===== config.mk =====
export PLATFORM = sky130hd
export DESIGN_NAME = lif_array_tdm
export DESIGN_NICKNAME = d
export VERILOG_FILES = /design/src/rtl/lif_array_tdm.sv
export SDC_FILE = /design/constraint.sdc
export NUM_CORES = 1
export LEC_CHECK = 0
export ABC_AREA = 0
export CORE_AREA = 2 2 152 154
export CTS_BUF_LIST = sky130_fd_sc_hd__clkbuf_16
export DETAILED_ROUTE_END_ITERATION = 10
export DIE_AREA = 0 0 154 156
export HOLD_SLACK_MARGIN = 0.12
export SYNTH_ARGS = -nofsm -noshare
export SYNTH_HDL_FRONTEND = slang
export SYNTH_SLANG_ARGS = --single-unit

===== constraint.sdc =====
create_clock -name clk -period 11.87 [get_ports clk]
set_input_delay 2.374 -clock clk [delete_from_list [all_inputs] [get_ports clk]]
set_output_delay 2.374 -clock clk [all_outputs]
set_load 0.005 [all_outputs]

===== src/rtl/lif_array_tdm.sv =====
// Time-multiplexed array of leaky integrate-and-fire neurons.
// One shared update datapath visits neurons round-robin on enabled cycles.
module lif_array_tdm #(
    parameter int N_NEURONS = 4,
    parameter int WIDTH     = 8,
    parameter int REFRAC_W  = 4,
    localparam int IDX_W    = $clog2(N_NEURONS)
) (
    input  logic                       clk,
    input  logic                       reset_n,
    input  logic                       enable,
    input  logic [N_NEURONS*WIDTH-1:0] currents,
    input  logic [WIDTH-1:0]           cfg_threshold,
    input  logic [2:0]                 cfg_leak_shift,
    input  logic                       cfg_reset_mode,
    input  logic [REFRAC_W-1:0]        cfg_refrac,
    input  logic [IDX_W-1:0]           rd_idx,
    output logic [WIDTH-1:0]           rd_state,
    output logic                       spike_valid,
    output logic [IDX_W-1:0]           spike_idx,
    output logic [N_NEURONS-1:0]       spike_vec,
    output logic                       frame_done
);

    localparam logic [IDX_W-1:0] LAST_IDX = IDX_W'(N_NEURONS - 1);
    localparam logic [IDX_W:0]   N_L      = (IDX_W + 1)'(N_NEURONS);

    logic [WIDTH-1:0]     state_q  [N_NEURONS];
    logic [WIDTH-1:0]     state_d  [N_NEURONS];
    logic [REFRAC_W-1:0]  refrac_q [N_NEURONS];
    logic [REFRAC_W-1:0]  refrac_d [N_NEURONS];
    logic [IDX_W-1:0]     idx_q, idx_d;
    logic [N_NEURONS-1:0] acc_q, acc_d;
    logic [N_NEURONS-1:0] spike_vec_q, spike_vec_d;
    logic [WIDTH-1:0]     thr_q, thr_d;
    logic [2:0]           shift_q, shift_d;
    logic                 mode_q, mode_d;
    logic [REFRAC_W-1:0]  rfr_q, rfr_d;
    logic [WIDTH-1:0]     rd_state_q, rd_state_d;
    logic                 spike_valid_q, spike_valid_d;
    logic [IDX_W-1:0]     spike_idx_q, spike_idx_d;
    logic                 frame_done_q, frame_done_d;

    logic                 first, last, in_refrac, spike;
    logic [WIDTH-1:0]     thr_e, cur, s_cur, v;
    logic [2:0]           shift_e;
    logic                 mode_e;
    logic [REFRAC_W-1:0]  rfr_e;
    logic [WIDTH:0]       sum;
    logic [N_NEURONS-1:0] hit;

    // Sweep-start update sees the incoming config, later ones the shadow copy.
    always_comb begin
        first   = (idx_q == '0);
        last    = (idx_q == LAST_IDX);
        thr_e   = first ? cfg_threshold  : thr_q;
        shift_e = first ? cfg_leak_shift : shift_q;
        mode_e  = first ? cfg_reset_mode : mode_q;
        rfr_e   = first ? cfg_refrac     : rfr_q;

        cur       = currents[idx_q*WIDTH +: WIDTH];
        s_cur     = state_q[idx_q];
        in_refrac = (refrac_q[idx_q] != '0);
        sum       = {1'b0, cur} + {1'b0, s_cur >> shift_e};
        v         = sum[WIDTH] ? '1 : sum[WIDTH-1:0];
        spike     = !in_refrac && (v >= thr_e);
        hit       = spike ? ({{(N_NEURONS-1){1'b0}}, 1'b1} << idx_q) : '0;
    end

    always_comb begin
        for (int k = 0; k < N_NEURONS; k++) begin
            state_d[k]  = state_q[k];
            refrac_d[k] = refrac_q[k];
        end
        idx_d         = idx_q;
        acc_d         = acc_q;
        spike_vec_d   = spike_vec_q;
        thr_d         = thr_q;
        shift_d       = shift_q;
        mode_d        = mode_q;
        rfr_d         = rfr_q;
        spike_valid_d = 1'b0;
        spike_idx_d   = spike_idx_q;
        frame_done_d  = 1'b0;

        if ({1'b0, rd_idx} < N_L)
            rd_state_d = state_q[rd_idx];
        else
            rd_state_d = '0;

        if (enable) begin
            idx_d = last ? '0 : idx_q + 1'b1;
            if (first) begin
                thr_d   = cfg_threshold;
                shift_d = cfg_leak_shift;
                mode_d  = cfg_reset_mode;
                rfr_d   = cfg_refrac;
            end
            if (in_refrac) begin
                refrac_d[idx_q] = refrac_q[idx_q] - 1'b1;
            end else if (spike) begin
                state_d[idx_q]  = mode_e ? v - thr_e : '0;
                refrac_d[idx_q] = rfr_e;
            end else begin
                state_d[idx_q] = v;
            end
            spike_valid_d = spike;
            if (spike)
                spike_idx_d = idx_q;
            if (last) begin
                spike_vec_d  = acc_q | hit;
                acc_d        = '0;
                frame_done_d = 1'b1;
            end else begin
                acc_d = acc_q | hit;
            end
        end
    end

    always_ff @(posedge clk) begin
        if (!reset_n) begin
            for (int k = 0; k < N_NEURONS; k++) begin
                state_q[k]  <= '0;
                refrac_q[k] <= '0;
            end
            idx_q         <= '0;
            acc_q         <= '0;
            spike_vec_q   <= '0;
            thr_q         <= '1;
            shift_q       <= 3'd1;
            mode_q        <= 1'b0;
            rfr_q         <= '0;
            rd_state_q    <= '0;
            spike_valid_q <= 1'b0;
            spike_idx_q   <= '0;
            frame_done_q  <= 1'b0;
        end else begin
            for (int k = 0; k < N_NEURONS; k++) begin
                state_q[k]  <= state_d[k];
                refrac_q[k] <= refrac_d[k];
            end
            idx_q         <= idx_d;
            acc_q         <= acc_d;
            spike_vec_q   <= spike_vec_d;
            thr_q         <= thr_d;
            shift_q       <= shift_d;
            mode_q        <= mode_d;
            rfr_q         <= rfr_d;
            rd_state_q    <= rd_state_d;
            spike_valid_q <= spike_valid_d;
            spike_idx_q   <= spike_idx_d;
            frame_done_q  <= frame_done_d;
        end
    end

    assign rd_state    = rd_state_q;
    assign spike_valid = spike_valid_q;
    assign spike_idx   = spike_idx_q;
    assign spike_vec   = spike_vec_q;
    assign frame_done  = frame_done_q;

endmodule


# Word-level counts from Yosys, hierarchy flattened
# Memory sizes are Yosys's and may differ from the RTL's. A register that Yosys moved wholly into a read port is not among the register bits.
# Index checks and enable logic that the tools add are counted.
[word_totals] memories=2 elab_cells=80 register_bits=30 mem_bits_rw=48 in_bits=53
[mem_list] name="state_q" words=4 word_bits=8 read_ports=6 rd_clocked_by_memory_dff=2 wr=4 line="28" text="logic [WIDTH-1:0] state_q [N_NEURONS];"
[mem_list] name="refrac_q" words=4 word_bits=4 read_ports=5 rd_clocked_by_memory_dff=1 wr=4 line="30" text="logic [REFRAC_W-1:0] refrac_q [N_NEURONS];"
[op_classes] magnitude_cmp=3 add_sub_neg=4 n_eq_ne=1 reduce_logical=9 muxes=38 n_shift=3 bitwise=10
[ops] operator="$mux W32" n=3
[ops] operator="$bwmux W32" n=2
[ops] operator="$mux W8" n=8
[ops] operator="$mux W16" n=3
[ops] operator="$bwmux W16" n=2
[ops] operator="$mux W4" n=8
[ops] operator="$shiftx A32 B6 Y8" n=1
[ops] operator="$demux W8 S2" n=1
[ops] operator="$mux W2" n=5
[ops] operator="$add A8 B8 Y9" n=1
[ops] operator="$demux W4 S2" n=1
[ops] operator="$ge A8 B8 Y1" n=1
[ops] operator="$or A1 B1 Y1" n=8
[ops] operator="$shr A8 B3 Y8" n=1
[ops] operator="$sub A8 B8 Y8" n=1
[ops] operator="$reduce_and A2 Y1" n=3
[ops] operator="$mux W1" n=4
[ops] operator="$or A4 B4 Y4" n=1
[ops] operator="$reduce_bool A4 Y1" n=1
[ops] operator="$shl A1 B2 Y4 const A" n=1
[ops] operator="$sub A4 B1 Y4 const B" n=1
[ops] operator="$ge A3 B3 Y1 const B" n=1
[ops] operator="$lt A3 B1 Y1 const B" n=1
[ops] operator="$mux W3" n=1
[ops] operator="other kinds (6)" n=8

# Logic depth before layout (Yosys ltp)
[depth] ltp_word=12 depth_mapped=27 mapped_depth_nobuf=23

# Least setup slack after synthesis
# OpenSTA, ideal clock, no wires.
[synth_timing] path_type="input-to-reg" start="input cfg_leak_shift[0]" end="memory state_q[1][0]" required_ps=11796 slack_ps=4349 t_arrival_ps=7447 setup_time_ps=74 stages=22 path_cell_list="mux2i_1 mux2_2 o21ai_0 o21ai_0 ha_1 fa_1 a211oi_1 nor3_1 o21a_1 clkbuf_1 or2_1 inv_1 ha_1 inv_1 fa_1 nand3_1 and2_1 a311oi_2 o21ai_1 clkbuf_1 nand3_1 a31oi_1"
[synth_rtl] element="start, declared" line="14" text="input logic [2:0] cfg_leak_shift,"
[synth_rtl] element="end, declared" line="28"

==> impl_metrics.csv <==
group,metric,value,unit
worst_setup_path,crit_path_cell_trace,"clkdlybuf4s50_1 -> mux2i_1 -> mux2_2 -> o21ai_0 -> o21ai_0 -> ha_1 -> fa_1 -> a211oi_1 -> nor3_1 -> o21a_1 -> a2111o_1 -> ha_1 -> o21a_1 -> o21ai_0 -> a311oi_2 -> o21ai_2 -> buf_4 -> o211ai_1 -> a31oi_1",
yosys,syn_area_per_cell,9.32,µm²
clocking,worstSkewPairLatency,360,ps
worst_setup_path,category_of_the_most_critical_setup_path,"input pin to flop",
timing,report.final.slew_viol_count,0,
yosys,synth_area_leaders,"dfxtp_1, mux4_2, mux2i_1",
routing,detailedRoute.firstPassIterationCount,4,
worst_setup_path,worst_ep_required_time,12090,ps
power,leakage,2.45,nW
clocking,resize_count_post_cts,0,
placed_design,port_buffer_cells,68,
clocking,htreeDepth,3,
timing,maxClockFrequency,122,MHz
floorplanning,initial_utilization,0.238,
yosys,ys.flop_type,"dfxtp_1",
routing,postRouteAntennaNets,0,
yosys,yosysTopAreaCell,"dfxtp_1",
flow_run,cap_violations,0,
timing,report.final.setup_viol,0,
floorplanning,dieWidth,154,µm
layout,antenna_cells_inserted,0,
floorplanning,std_cell_rows,55,
layout,final.fill_count,2342,
clocking,cts.repair_timing.setup_buffer_count,0,
timing,finalCritPeriodShare,0.689,
yosys,post_synth_num_cell_types,52,
worst_setup_path,largest_delay_share_family_worst_path,"compound AO/OA/AOI/OAI gates",
worst_setup_path,reg2reg_to,"state_q[1][7]$_SDFFE_PN0P_",
timing,rsz0062_at_grt,"no",
worst_setup_path,critPathArrivalTime,8390,ps
routing,via_count,4425,
layout,instances_no_fill,903,
global_routing,grt_overflow_total,0,
worst_setup_path,endpoint,"state_q[1][7]$_SDFFE_PN0P_",
timing,final.min_clock_period,8170,ps
global_routing,grt_max_degree,86,
worst_setup_path,startpoint_type_of_the_worst_setup_path,"input pin",
worst_setup_path,endpoint_kind,"flop",
power,ir_worst_vdd,0.0783,mV
global_routing,total_global_routing_track_utilization,0.127,
timing,finalHoldViolCount,0,
yosys,ys_seq_area_frac,0.331,
yosys,synthesis.instances,571,
routing,wl_per_cell,16.3,µm
floorplanning,core_region_area,22400,µm²
global_routing,number_of_global_route_vias_before_repair,4231,
worst_setup_path,crit_start,"cfg_leak_shift[0]",
timing,max_slew.worst_pin.slew,944,ps
layout,mostFrequentLayoutCells,"dfxtp_1, clkdlybuf4s50_1, o21ai_0",
floorplanning,fp.dieH,156,µm
worst_setup_path,regToRegSetupSlack,4590,ps
outcome,result_of_the_run,"finished, final reports clean",
layout,p_r_area_growth_vs_syn,22.4,%
worst_setup_path,crit_path_top_delay_cell,"a311oi_2",
clocking,cts_root_buffer,"clkbuf_16",
worst_setup_path,crit_path_max_incr_delay,820,ps
routing,detail_route.wirelength,14700,µm
yosys,synth_top_area_share,0.331,
routing,routed_via_count_divided_by_cell_count,4.90,
yosys,yosys_warnings,0,
worst_setup_path,r2r-start,"idx_q[0]$_SDFFE_PN0P_",
hold_path,hp-class,"flop to flop",
placed_design,gp_routability_congestion,0.819,
worst_setup_path,critPathMaxFanout,33,
clocking,tritoncts,"built",
yosys,postSynthNetCount,648,
worst_setup_path,timing.critical_path.buf_inv,2,
yosys,async_reset_ff_frac,0,
clocking,holdBufCountCts,0,
hold_path,min_path_cells,2,
timing,finClkSkew,6.45,ps
clocking,numCtsBuffers,9,
floorplanning,io_pins,69,
layout,post-route-util,0.291,
layout,drive_gt1_frac,0.102,
routing,remaining_drc_errors,0,
worst_setup_path,worst_path_most_repeated_cell,"o21ai_0",
clocking,path_clk_slew,60,ps
yosys,mapped_cell_area,5320,µm²
layout,layout.cells.most_common,"dfxtp_1",
timing,setup_tns,0,ps
yosys,ys_seq_elements,88,
placed_design,dp_hpwl,10200,µm
floorplanning,design.die.area,24000,µm²
worst_setup_path,worst_r2r_path_depth,21,
worst_setup_path,worst-path-stages,19,
clocking,numClockSinks,88,
global_routing,grt_antenna_before_repair,0,
global_routing,grt_first_pass_wirelength,23700,µm
yosys,synth_edf_count,0,
power,power-per-cell-area,187,nW/µm²
routing,initial_drc_count,266,
timing,slew-limit-headroom,0.353,
clocking,cts-root-to-sink-buffers,2,
placed_design,numPlacedInstances,887,
layout,post_layout_net_count,690,
-- cells in the mapped netlist (8+ instances only) --
master	n
a21boi_0	10
a21oi_1	17
a31oi_1	35
and2_1	12
and3_1	8
clkbuf_1	31
dfxtp_1	88
ha_1	22
inv_1	12
mux2i_1	38
mux4_2	28
nand2_1	54
nand3_1	33
nor2_1	19
nor2b_1	15
o21ai_0	64
-- through the flow --
step                      setup WS (ps)  area, µm²  total power (W)  hold WS [ps]
final                              3700       6520          0.00122           465
after global routing               3210       6520          0.00130           489
after CTS                          3780       6520          0.00123           468
after detailed placement           3400       6200         0.000910           460
after global placement             3470       6200         0.000910           449
after floorplan                    4350       5320         0.000781           437
-- worst min-delay path by stage --
stage / endpoint / start / slack, ps
after floorplan: thr_q[0]$_SDFFE_PN1P_ / thr_q[0]$_SDFFE_PN1P_ / 440
after global placement: thr_q[0]$_SDFFE_PN1P_ / thr_q[0]$_SDFFE_PN1P_ / 450
after detailed placement: acc_q[0]$_SDFFE_PN0P_ / acc_q[0]$_SDFFE_PN0P_ / 460
after CTS: mode_q$_SDFFE_PN0P_ / mode_q$_SDFFE_PN0P_ / 470
after global routing: mode_q$_SDFFE_PN0P_ / mode_q$_SDFFE_PN0P_ / 490
final: rfr_q[1]$_SDFFE_PN0P_ / rfr_q[1]$_SDFFE_PN0P_ / 470
-- power by group --
| part | internal (W) | switching (W) |
|---|---|---|
| logic | 0.000221 | 0.000335 |
| clock network | 0.000183 | 0.000126 |
| registers | 0.000328 | 0.0000251 |
| total | 0.000731 | 0.000486 |
-- registers in the layout, indices dropped and copies added, names as in the netlist, 2 cells and up, named ones only --
signal and flops:
acc_q 4, spike_idx 2, refrac_q 16, shift_q 3, thr_q 8, state_q 32
rd_state 8, idx_q 2, spike_vec 4, rfr_q 4
-- routing by layer --
layer  wire length [µm]  track usage  vias up
met4                285       0.0476        0
li1                   -            -     2210
met2               6740        0.202      103
met1               6970        0.166     2092
met5                  0            0        -
met3                748       0.0306       20
-- worst register-to-register path, delay by kind of cell (launching register included) --
family / cells / cell delay, ps
AO/OA/AOI/OAI: 11 / 2990
buffers and inverters: 3 / 680
AND/OR/NAND/NOR: 1 / 100
adder cells (fa/ha/maj): 4 / 1290
multiplexers: 2 / 1230
flip-flops: 1 / 820
-- layout make-up --
class / count / area [µm²] / area share
Sequential cell: 88 / 1760 / 0.270
Timing Repair Buffer: 73 / 713 / 0.109
Clock buffer: 9 / 225 / 0.0346
Tap cell: 285 / 357 / 0.0547
Clock inverter: 7 / 86.3 / 0.0133
Inverter: 12 / 45.0 / 0.00691
Multi-Input combinational cell: 429 / 3330 / 0.511
-- kinds of logic (layout without fill, tap and decap cells) --
| kind of cell | Yosys count | count (layout) | synth area share |
|---|---|---|---|
| fa+ha+maj | 24 | 24 | 0.0593 |
| xor+xnor | 6 | 6 | 0.00988 |
| simple gates | 159 | 159 | 0.146 |
| buf+inv | 54 | 101 | 0.0444 |
| flops | 88 | 88 | 0.331 |
| compound gates | 172 | 172 | 0.215 |
| mux | 68 | 68 | 0.194 |
Note: power is estimated with default switching activity, not from simulation.
